### config.mk
export PLATFORM = sky130hd
export DESIGN_NAME = vending_txn_controller_flat
export DESIGN_NICKNAME = d
export VERILOG_FILES = /design/src/rtl/vending_txn_controller_if.sv /design/src/rtl/vending_txn_controller.sv /design/src/flat_wrapper.sv
export SDC_FILE = /design/constraint.sdc
export NUM_CORES = 1
export LEC_CHECK = 0
export CORE_AREA = 5 5 105 127
export DETAILED_ROUTE_END_ITERATION = 12
export DIE_AREA = 0 0 110 132
export GPL_TIMING_DRIVEN = 0
export PLACE_DENSITY_LB_ADDON = 0.25
export SLEW_MARGIN = 0
export SYNTH_ARGS = -nofsm -noshare
export SYNTH_HDL_FRONTEND = slang
export SYNTH_SLANG_ARGS = --single-unit
### constraint.sdc
create_clock -name sys_clk -period 3.73 [get_ports sys_clk]
set_clock_uncertainty 0.2 [all_clocks]
set_input_delay 0.746 -clock sys_clk [delete_from_list [all_inputs] [get_ports sys_clk]]
set_output_delay 0.746 -clock sys_clk [all_outputs]
set_load 0.03 [all_outputs]
### src/rtl/vending_txn_controller_if.sv
// Signal bundle between the vending transaction controller and its surroundings:
// button/coin pulses in, dispenser handshake and display values out.
`timescale 1ns/1ps
interface vending_txn_controller_if #(
  parameter int MONEY_W   = 10,
  parameter int PRICE_W   = 5,
  parameter int QTY_W     = 2,
  parameter int MAX_ITEMS = 4
);
  localparam int CNT_W = $clog2(MAX_ITEMS + 1);

  logic               item_valid;
  logic [PRICE_W-1:0] item_price;
  logic [QTY_W-1:0]   item_qty;
  logic               sys_Confirm;
  logic               sys_Cancel;
  logic               coin_valid;
  logic [2:0]         coin_code;
  logic               chg_ready;
  logic               chg_valid;
  logic [2:0]         chg_code;
  logic               coin_reject;
  logic               vend_valid;
  logic               refund_o;
  logic [2:0]         state_o;
  logic [MONEY_W-1:0] need_money;
  logic [MONEY_W-1:0] paid_money;
  logic [MONEY_W-1:0] change_money;
  logic [CNT_W-1:0]   item_count;

  modport master (
    output item_valid, item_price, item_qty, sys_Confirm, sys_Cancel,
           coin_valid, coin_code, chg_ready,
    input  chg_valid, chg_code, coin_reject, vend_valid, refund_o, state_o,
           need_money, paid_money, change_money, item_count
  );

  modport slave (
    input  item_valid, item_price, item_qty, sys_Confirm, sys_Cancel,
           coin_valid, coin_code, chg_ready,
    output chg_valid, chg_code, coin_reject, vend_valid, refund_o, state_o,
           need_money, paid_money, change_money, item_count
  );
endinterface

### src/rtl/vending_txn_controller.sv
// Cart/payment/vend/change FSM for the micro vending machine; change and refunds
// are paid out greedily, one coin per valid/ready handshake.
`timescale 1ns/1ps
module vending_txn_controller #(
  parameter int MONEY_W     = 10,
  parameter int PRICE_W     = 5,
  parameter int QTY_W       = 2,
  parameter int MAX_ITEMS   = 4,
  parameter int TIMEOUT_CYC = 1000
) (
  input logic                     sys_clk,
  input logic                     sys_rst,
  vending_txn_controller_if.slave bus
);
  localparam int CNT_W  = $clog2(MAX_ITEMS + 1);
  localparam int PROD_W = PRICE_W + QTY_W;
  localparam int SUM_W  = MONEY_W + 1;
  localparam int TMR_W  = (TIMEOUT_CYC > 1) ? $clog2(TIMEOUT_CYC) : 1;

  typedef enum logic [2:0] {
    S_IDLE   = 3'd0,
    S_SELECT = 3'd1,
    S_PAY    = 3'd2,
    S_VEND   = 3'd3,
    S_CHANGE = 3'd4
  } state_t;

  state_t           state;
  logic [TMR_W-1:0] timer;

  logic [PROD_W-1:0]  item_prod;
  logic [SUM_W-1:0]   need_sum;
  logic [SUM_W-1:0]   paid_sum;
  logic [MONEY_W-1:0] paid_next;
  logic [MONEY_W-1:0] vend_diff;
  logic [MONEY_W-1:0] chg_left;
  logic               item_ok;
  logic               coin_ok;
  logic               pay_exit;

  function automatic logic [MONEY_W-1:0] coin_value(input logic [2:0] code);
    case (code)
      3'd0:    coin_value = MONEY_W'(1);
      3'd1:    coin_value = MONEY_W'(5);
      3'd2:    coin_value = MONEY_W'(10);
      3'd3:    coin_value = MONEY_W'(20);
      3'd4:    coin_value = MONEY_W'(50);
      default: coin_value = '0;
    endcase
  endfunction

  // Largest denomination not exceeding the amount still owed.
  function automatic logic [2:0] greedy_code(input logic [MONEY_W-1:0] amt);
    if (amt >= MONEY_W'(50))      greedy_code = 3'd4;
    else if (amt >= MONEY_W'(20)) greedy_code = 3'd3;
    else if (amt >= MONEY_W'(10)) greedy_code = 3'd2;
    else if (amt >= MONEY_W'(5))  greedy_code = 3'd1;
    else                          greedy_code = 3'd0;
  endfunction

  always_comb begin
    item_prod = PROD_W'(bus.item_price) * PROD_W'(bus.item_qty);
    need_sum  = {1'b0, bus.need_money} + SUM_W'(item_prod);
    item_ok   = bus.item_valid && (bus.item_qty != '0) &&
                (bus.item_count < CNT_W'(MAX_ITEMS)) && !need_sum[MONEY_W];
    paid_sum  = {1'b0, bus.paid_money} + {1'b0, coin_value(bus.coin_code)};
    coin_ok   = bus.coin_valid && (bus.coin_code <= 3'd4) && !paid_sum[MONEY_W];
    paid_next = coin_ok ? paid_sum[MONEY_W-1:0] : bus.paid_money;
    // A coin arriving on the timeout cycle restarts the idle window instead.
    pay_exit  = bus.sys_Cancel || (!bus.coin_valid && (timer == TMR_W'(TIMEOUT_CYC - 1)));
    vend_diff = bus.paid_money - bus.need_money;
    chg_left  = bus.change_money - coin_value(bus.chg_code);
  end

  assign bus.state_o = state;

  always_ff @(posedge sys_clk) begin
    if (sys_rst) begin
      state            <= S_IDLE;
      timer            <= '0;
      bus.need_money   <= '0;
      bus.paid_money   <= '0;
      bus.change_money <= '0;
      bus.item_count   <= '0;
      bus.chg_valid    <= 1'b0;
      bus.chg_code     <= 3'd0;
      bus.coin_reject  <= 1'b0;
      bus.vend_valid   <= 1'b0;
      bus.refund_o     <= 1'b0;
    end else begin
      bus.vend_valid  <= 1'b0;
      bus.coin_reject <= 1'b0;
      case (state)
        S_IDLE: begin
          bus.coin_reject <= bus.coin_valid;
          if (bus.sys_Confirm) begin
            state            <= S_SELECT;
            bus.need_money   <= '0;
            bus.paid_money   <= '0;
            bus.change_money <= '0;
            bus.item_count   <= '0;
          end
        end
        S_SELECT: begin
          bus.coin_reject <= bus.coin_valid;
          if (item_ok) begin
            bus.need_money <= need_sum[MONEY_W-1:0];
            bus.item_count <= bus.item_count + 1'b1;
          end
          if (bus.sys_Cancel) begin
            state <= S_IDLE;
          end else if (bus.sys_Confirm && (item_ok || (bus.item_count != '0))) begin
            state <= S_PAY;
            timer <= '0;
          end
        end
        S_PAY: begin
          bus.coin_reject <= bus.coin_valid && !coin_ok;
          bus.paid_money  <= paid_next;
          timer           <= bus.coin_valid ? '0 : timer + 1'b1;
          if (pay_exit) begin
            if (paid_next == '0) begin
              state <= S_IDLE;
            end else begin
              state            <= S_CHANGE;
              bus.change_money <= paid_next;
              bus.chg_valid    <= 1'b1;
              bus.chg_code     <= greedy_code(paid_next);
              bus.refund_o     <= 1'b1;
            end
          end else if (bus.paid_money >= bus.need_money) begin
            state          <= S_VEND;
            bus.vend_valid <= 1'b1;
          end
        end
        S_VEND: begin
          bus.coin_reject  <= bus.coin_valid;
          bus.change_money <= vend_diff;
          bus.chg_valid    <= (vend_diff != '0);
          bus.chg_code     <= greedy_code(vend_diff);
          state            <= (vend_diff != '0) ? S_CHANGE : S_IDLE;
        end
        S_CHANGE: begin
          bus.coin_reject <= bus.coin_valid;
          if (bus.chg_valid && bus.chg_ready) begin
            bus.change_money <= chg_left;
            bus.chg_valid    <= (chg_left != '0);
            bus.chg_code     <= greedy_code(chg_left);
            if (chg_left == '0) begin
              state        <= S_IDLE;
              bus.refund_o <= 1'b0;
            end
          end
        end
        default: state <= S_IDLE;
      endcase
    end
  end
endmodule

### src/flat_wrapper.sv
// flat-port wrapper written by rule: the top's interface ports become plain ports
module vending_txn_controller_flat 
#(
  parameter int MONEY_W     = 10,
  parameter int PRICE_W     = 5,
  parameter int QTY_W       = 2,
  parameter int MAX_ITEMS   = 4,
  parameter int TIMEOUT_CYC = 1000
)
  (sys_clk, sys_rst, bus_item_valid, bus_item_price, bus_item_qty, bus_sys_Confirm, bus_sys_Cancel, bus_coin_valid, bus_coin_code, bus_chg_ready, bus_chg_valid, bus_chg_code, bus_coin_reject, bus_vend_valid, bus_refund_o, bus_state_o, bus_need_money, bus_paid_money, bus_change_money, bus_item_count);
  vending_txn_controller_if #(.MONEY_W(MONEY_W), .PRICE_W(PRICE_W), .QTY_W(QTY_W), .MAX_ITEMS(MAX_ITEMS)) bus_i ();
  input logic sys_clk;
  input logic sys_rst;
  input wire logic [$bits(bus_i.item_valid)-1:0] bus_item_valid;
  input wire logic [$bits(bus_i.item_price)-1:0] bus_item_price;
  input wire logic [$bits(bus_i.item_qty)-1:0] bus_item_qty;
  input wire logic [$bits(bus_i.sys_Confirm)-1:0] bus_sys_Confirm;
  input wire logic [$bits(bus_i.sys_Cancel)-1:0] bus_sys_Cancel;
  input wire logic [$bits(bus_i.coin_valid)-1:0] bus_coin_valid;
  input wire logic [$bits(bus_i.coin_code)-1:0] bus_coin_code;
  input wire logic [$bits(bus_i.chg_ready)-1:0] bus_chg_ready;
  output wire logic [$bits(bus_i.chg_valid)-1:0] bus_chg_valid;
  output wire logic [$bits(bus_i.chg_code)-1:0] bus_chg_code;
  output wire logic [$bits(bus_i.coin_reject)-1:0] bus_coin_reject;
  output wire logic [$bits(bus_i.vend_valid)-1:0] bus_vend_valid;
  output wire logic [$bits(bus_i.refund_o)-1:0] bus_refund_o;
  output wire logic [$bits(bus_i.state_o)-1:0] bus_state_o;
  output wire logic [$bits(bus_i.need_money)-1:0] bus_need_money;
  output wire logic [$bits(bus_i.paid_money)-1:0] bus_paid_money;
  output wire logic [$bits(bus_i.change_money)-1:0] bus_change_money;
  output wire logic [$bits(bus_i.item_count)-1:0] bus_item_count;
  assign bus_i.item_valid = bus_item_valid;
  assign bus_i.item_price = bus_item_price;
  assign bus_i.item_qty = bus_item_qty;
  assign bus_i.sys_Confirm = bus_sys_Confirm;
  assign bus_i.sys_Cancel = bus_sys_Cancel;
  assign bus_i.coin_valid = bus_coin_valid;
  assign bus_i.coin_code = bus_coin_code;
  assign bus_i.chg_ready = bus_chg_ready;
  assign bus_chg_valid = bus_i.chg_valid;
  assign bus_chg_code = bus_i.chg_code;
  assign bus_coin_reject = bus_i.coin_reject;
  assign bus_vend_valid = bus_i.vend_valid;
  assign bus_refund_o = bus_i.refund_o;
  assign bus_state_o = bus_i.state_o;
  assign bus_need_money = bus_i.need_money;
  assign bus_paid_money = bus_i.paid_money;
  assign bus_change_money = bus_i.change_money;
  assign bus_item_count = bus_i.item_count;
  vending_txn_controller #(.MONEY_W(MONEY_W), .PRICE_W(PRICE_W), .QTY_W(QTY_W), .MAX_ITEMS(MAX_ITEMS), .TIMEOUT_CYC(TIMEOUT_CYC)) u_core (.sys_clk(sys_clk), .sys_rst(sys_rst), .bus(bus_i));
endmodule
==> metrics.yaml <==
synth:
  synth_most_common_cell: "nor2_1"
  synthTopCellsByArea: "dfxtp_1, ha_1, nor2_1"
  synth_edf_count: 0
  synth_commonest_cells: "nor2_1, nand2_1, dfxtp_1"
  netlist_area_sq_um: 4703
  ys_types: 71
  synth_area_per_cell_sq_um: 7.418
  yosysWarnings: 0
  synth-seq-cells: 53
  async_reset_ff_frac: 0
  synthesis.nets: 692
  syn_inst: 634
  ys_seq_area_frac: 0.2256
  synth_top_area_cell: "dfxtp_1"
  synth_top_area_frac: 0.2256
  ys.flop_type: "dfxtp_1"
timing:
  slew_viol_final: 0
  tightest_slew_ns: 0.6877
  whs_ns: 0.2739
  relSlewSlack: 0.5388
  period_minus_slack_ns: 3.622
  setup_viol: 0
  hold_viol_final: 0
  final.setup.tns_ns: 0
  max_freq_mhz: 276.1
  fin_crit_sh: 0.9711
placement:
  hpwl_mm: 11.25
  routabilityCongestion: 0.9334
  dp_cells: 853
  port_buffers: 58
min_path:
  worstHoldPathType: "reg2reg"
cells_and_area:
  nets: 765
  seq_area_sq_um: 1065
  final_cells: 869
  drive_above_1_share: 0.1017
  antenna_cells: 0
  final_util: 0.4926
  multi_input_area_sq_um: 3568
  area_growth_pct: 25.11
  nFillCells: 1190
worst_setup_path:
  end_kind: "flip-flop"
  cp_slowest_cell: "or4b_1"
  cpPeakStageDelay_ns: 0.54
  critPathRequiredTime_ns: 3.74
  crit_path_frequent_cell: "inv_1"
  r2r_slack_ns: 0.11
  crit_chain: "inv_1, nand3_1, and2_1, inv_1, fa_1, nand2b_1, a21oi_2, nor3_1, or4b_1, o31a_1, or3_1, o31ai_2"
  critPathMaxFanout: 5
  critPathLaunchType: "flip-flop"
  path_class: "reg2reg"
  cp_data_arrival_time_ns: 3.63
drt:
  first_pass_iters: 6
  postRouteAntennaNets: 0
  vias_per_cell: 5.734
  wl_per_cell_um: 16.58
  drt_iter0_markers: 319
  wirelength_mm: 14.41
  via_count: 4983
  route.detailed.drc: 0
clocking:
  cts_made_buffers: 5
  clk_path_buf_depth: 2
  hold_buffers: 0
  cts_sinks: 53
  cts.reportedPaths.clkPinSlew_ns: 0.07
  insertion_delay_ns: 0.30
  h-tree-depth: 2
  cts_tree: "built"
  cts_root_buf: "clkbuf_16"
floorplanning:
  die_h_um: 132
  coreArea_sq_um: 11950
  pin_count: 60
  placementRows: 44
  die_area_sq_um: 14520
  die_x_um: 110
  initial_utilization: 0.3937
status:
  run_status: "finished clean"
grt:
  grt_pass1_vias: 4695
  grt.total_usage: 0.1956
  grt_pass1_wl_mm: 23.29
  antenna_found_initial: 0
  grt_max_degree: 19
  grt.overflow.total: 0
pwr:
  vdd_drop_max_v: 0.0001875
  leakage_uw: 0.002294
  power_density_nw_per_um2: 301.9
run:
  drv_cap: 0
cell families (layout without fill, tap and decap cells):
logic type	Yosys count	after routing	synth area share
simple gates	273	273	0.2833
buf+inv	64	138	0.05533
flops	53	53	0.2256
xor+xnor	29	29	0.05400
fa+ha+maj	41	41	0.1218
mux	5	5	0.01064
compound gates	169	169	0.2493
cells in the final DEF, fill, tap and decap left out, types with 16 or more instances in the layout:
master / n
nor2_1: 77
xnor2_1: 19
inv_1: 40
clkdlybuf4s50_1: 51
nand3_1: 28
dfxtp_1: 50
ha_1: 30
nor3_1: 21
o21ai_0: 20
clkbuf_1: 16
a21oi_1: 43
nand2_1: 64
stage by stage:
step	setup WS, ns	total power, uW	area (sq um)
6_report	0.1078	1776	5884
5_1_grt	-0.001220	1882	5884
4_1_cts	0.008213	1762	5768
3_5_place_dp	-1.116	1253	5485
3_3_place_gp	-1.123	1248	5485
2_1_floorplan	0.09779	1071	4703
per-layer routing:
layer / GRT usage / part of all wire
met5: 0 / 0
met4: 0.05405 / 0.026
met3: 0.02548 / 0.046
met2: 0.3306 / 0.49
met1: 0.2578 / 0.44
area by class of cell:
type                    count  share of cell area
plain buffers              23             0.01914
clock buffers               5             0.02126
clock inverters             3            0.004253
inverters                  41             0.02615
multi-input cells         517              0.6064
flip-flops and latches     53              0.1809
well taps                 161             0.03423
repair buffers             66              0.1076
final timing paths:
check	start	depth (start not counted)	endpoint
hold reg to reg	u_core.bus.refund_o	2	u_core.bus.refund_o
setup / recovery	u_core.bus.chg_code[1]	12	u_core.bus.state_o[1]
setup reg to reg	u_core.bus.chg_code[1]	12	u_core.bus.state_o[1]
hold / removal	u_core.bus.refund_o	2	u_core.bus.refund_o
power breakdown:
group | switching [uW] | leakage (uW) | internal [uW] | total [uW]
clock network | 231 | 0.0000704 | 253 | 484
registers | 22.1 | 0.000431 | 586 | 608
logic | 419 | 0.00179 | 265 | 684
timing repair:
item                       4_1_cts  5_1_grt
resized for setup               33       29
pin swaps                        7       15
buffers inserted                 3        5
setup endpoints to repair       47       43
sequential cells by signal, indices dropped and copies added (netlist names):
register,cells
u_core.timer,10
u_core.bus.chg_valid,1
u_core.bus.paid_money,10
u_core.bus.change_money,10
u_core.bus.chg_code,3
u_core.bus.state_o,3
u_core.bus.coin_reject,1
u_core.bus.refund_o,1
u_core.bus.need_money,10
u_core.bus.item_count,3
u_core.bus.vend_valid,1
critical path, delay by kind of cell (launching register included):
kind                     cells  cell delay (ns)
AO/OA/AOI/OAI                3             0.81
adder cells (fa/ha/maj)      1             0.42
buffers and inverters        2             0.14
flip-flops                   1             0.37
AND/OR/NAND/NOR              6             1.57
Power figures use the tool's default switching activity.
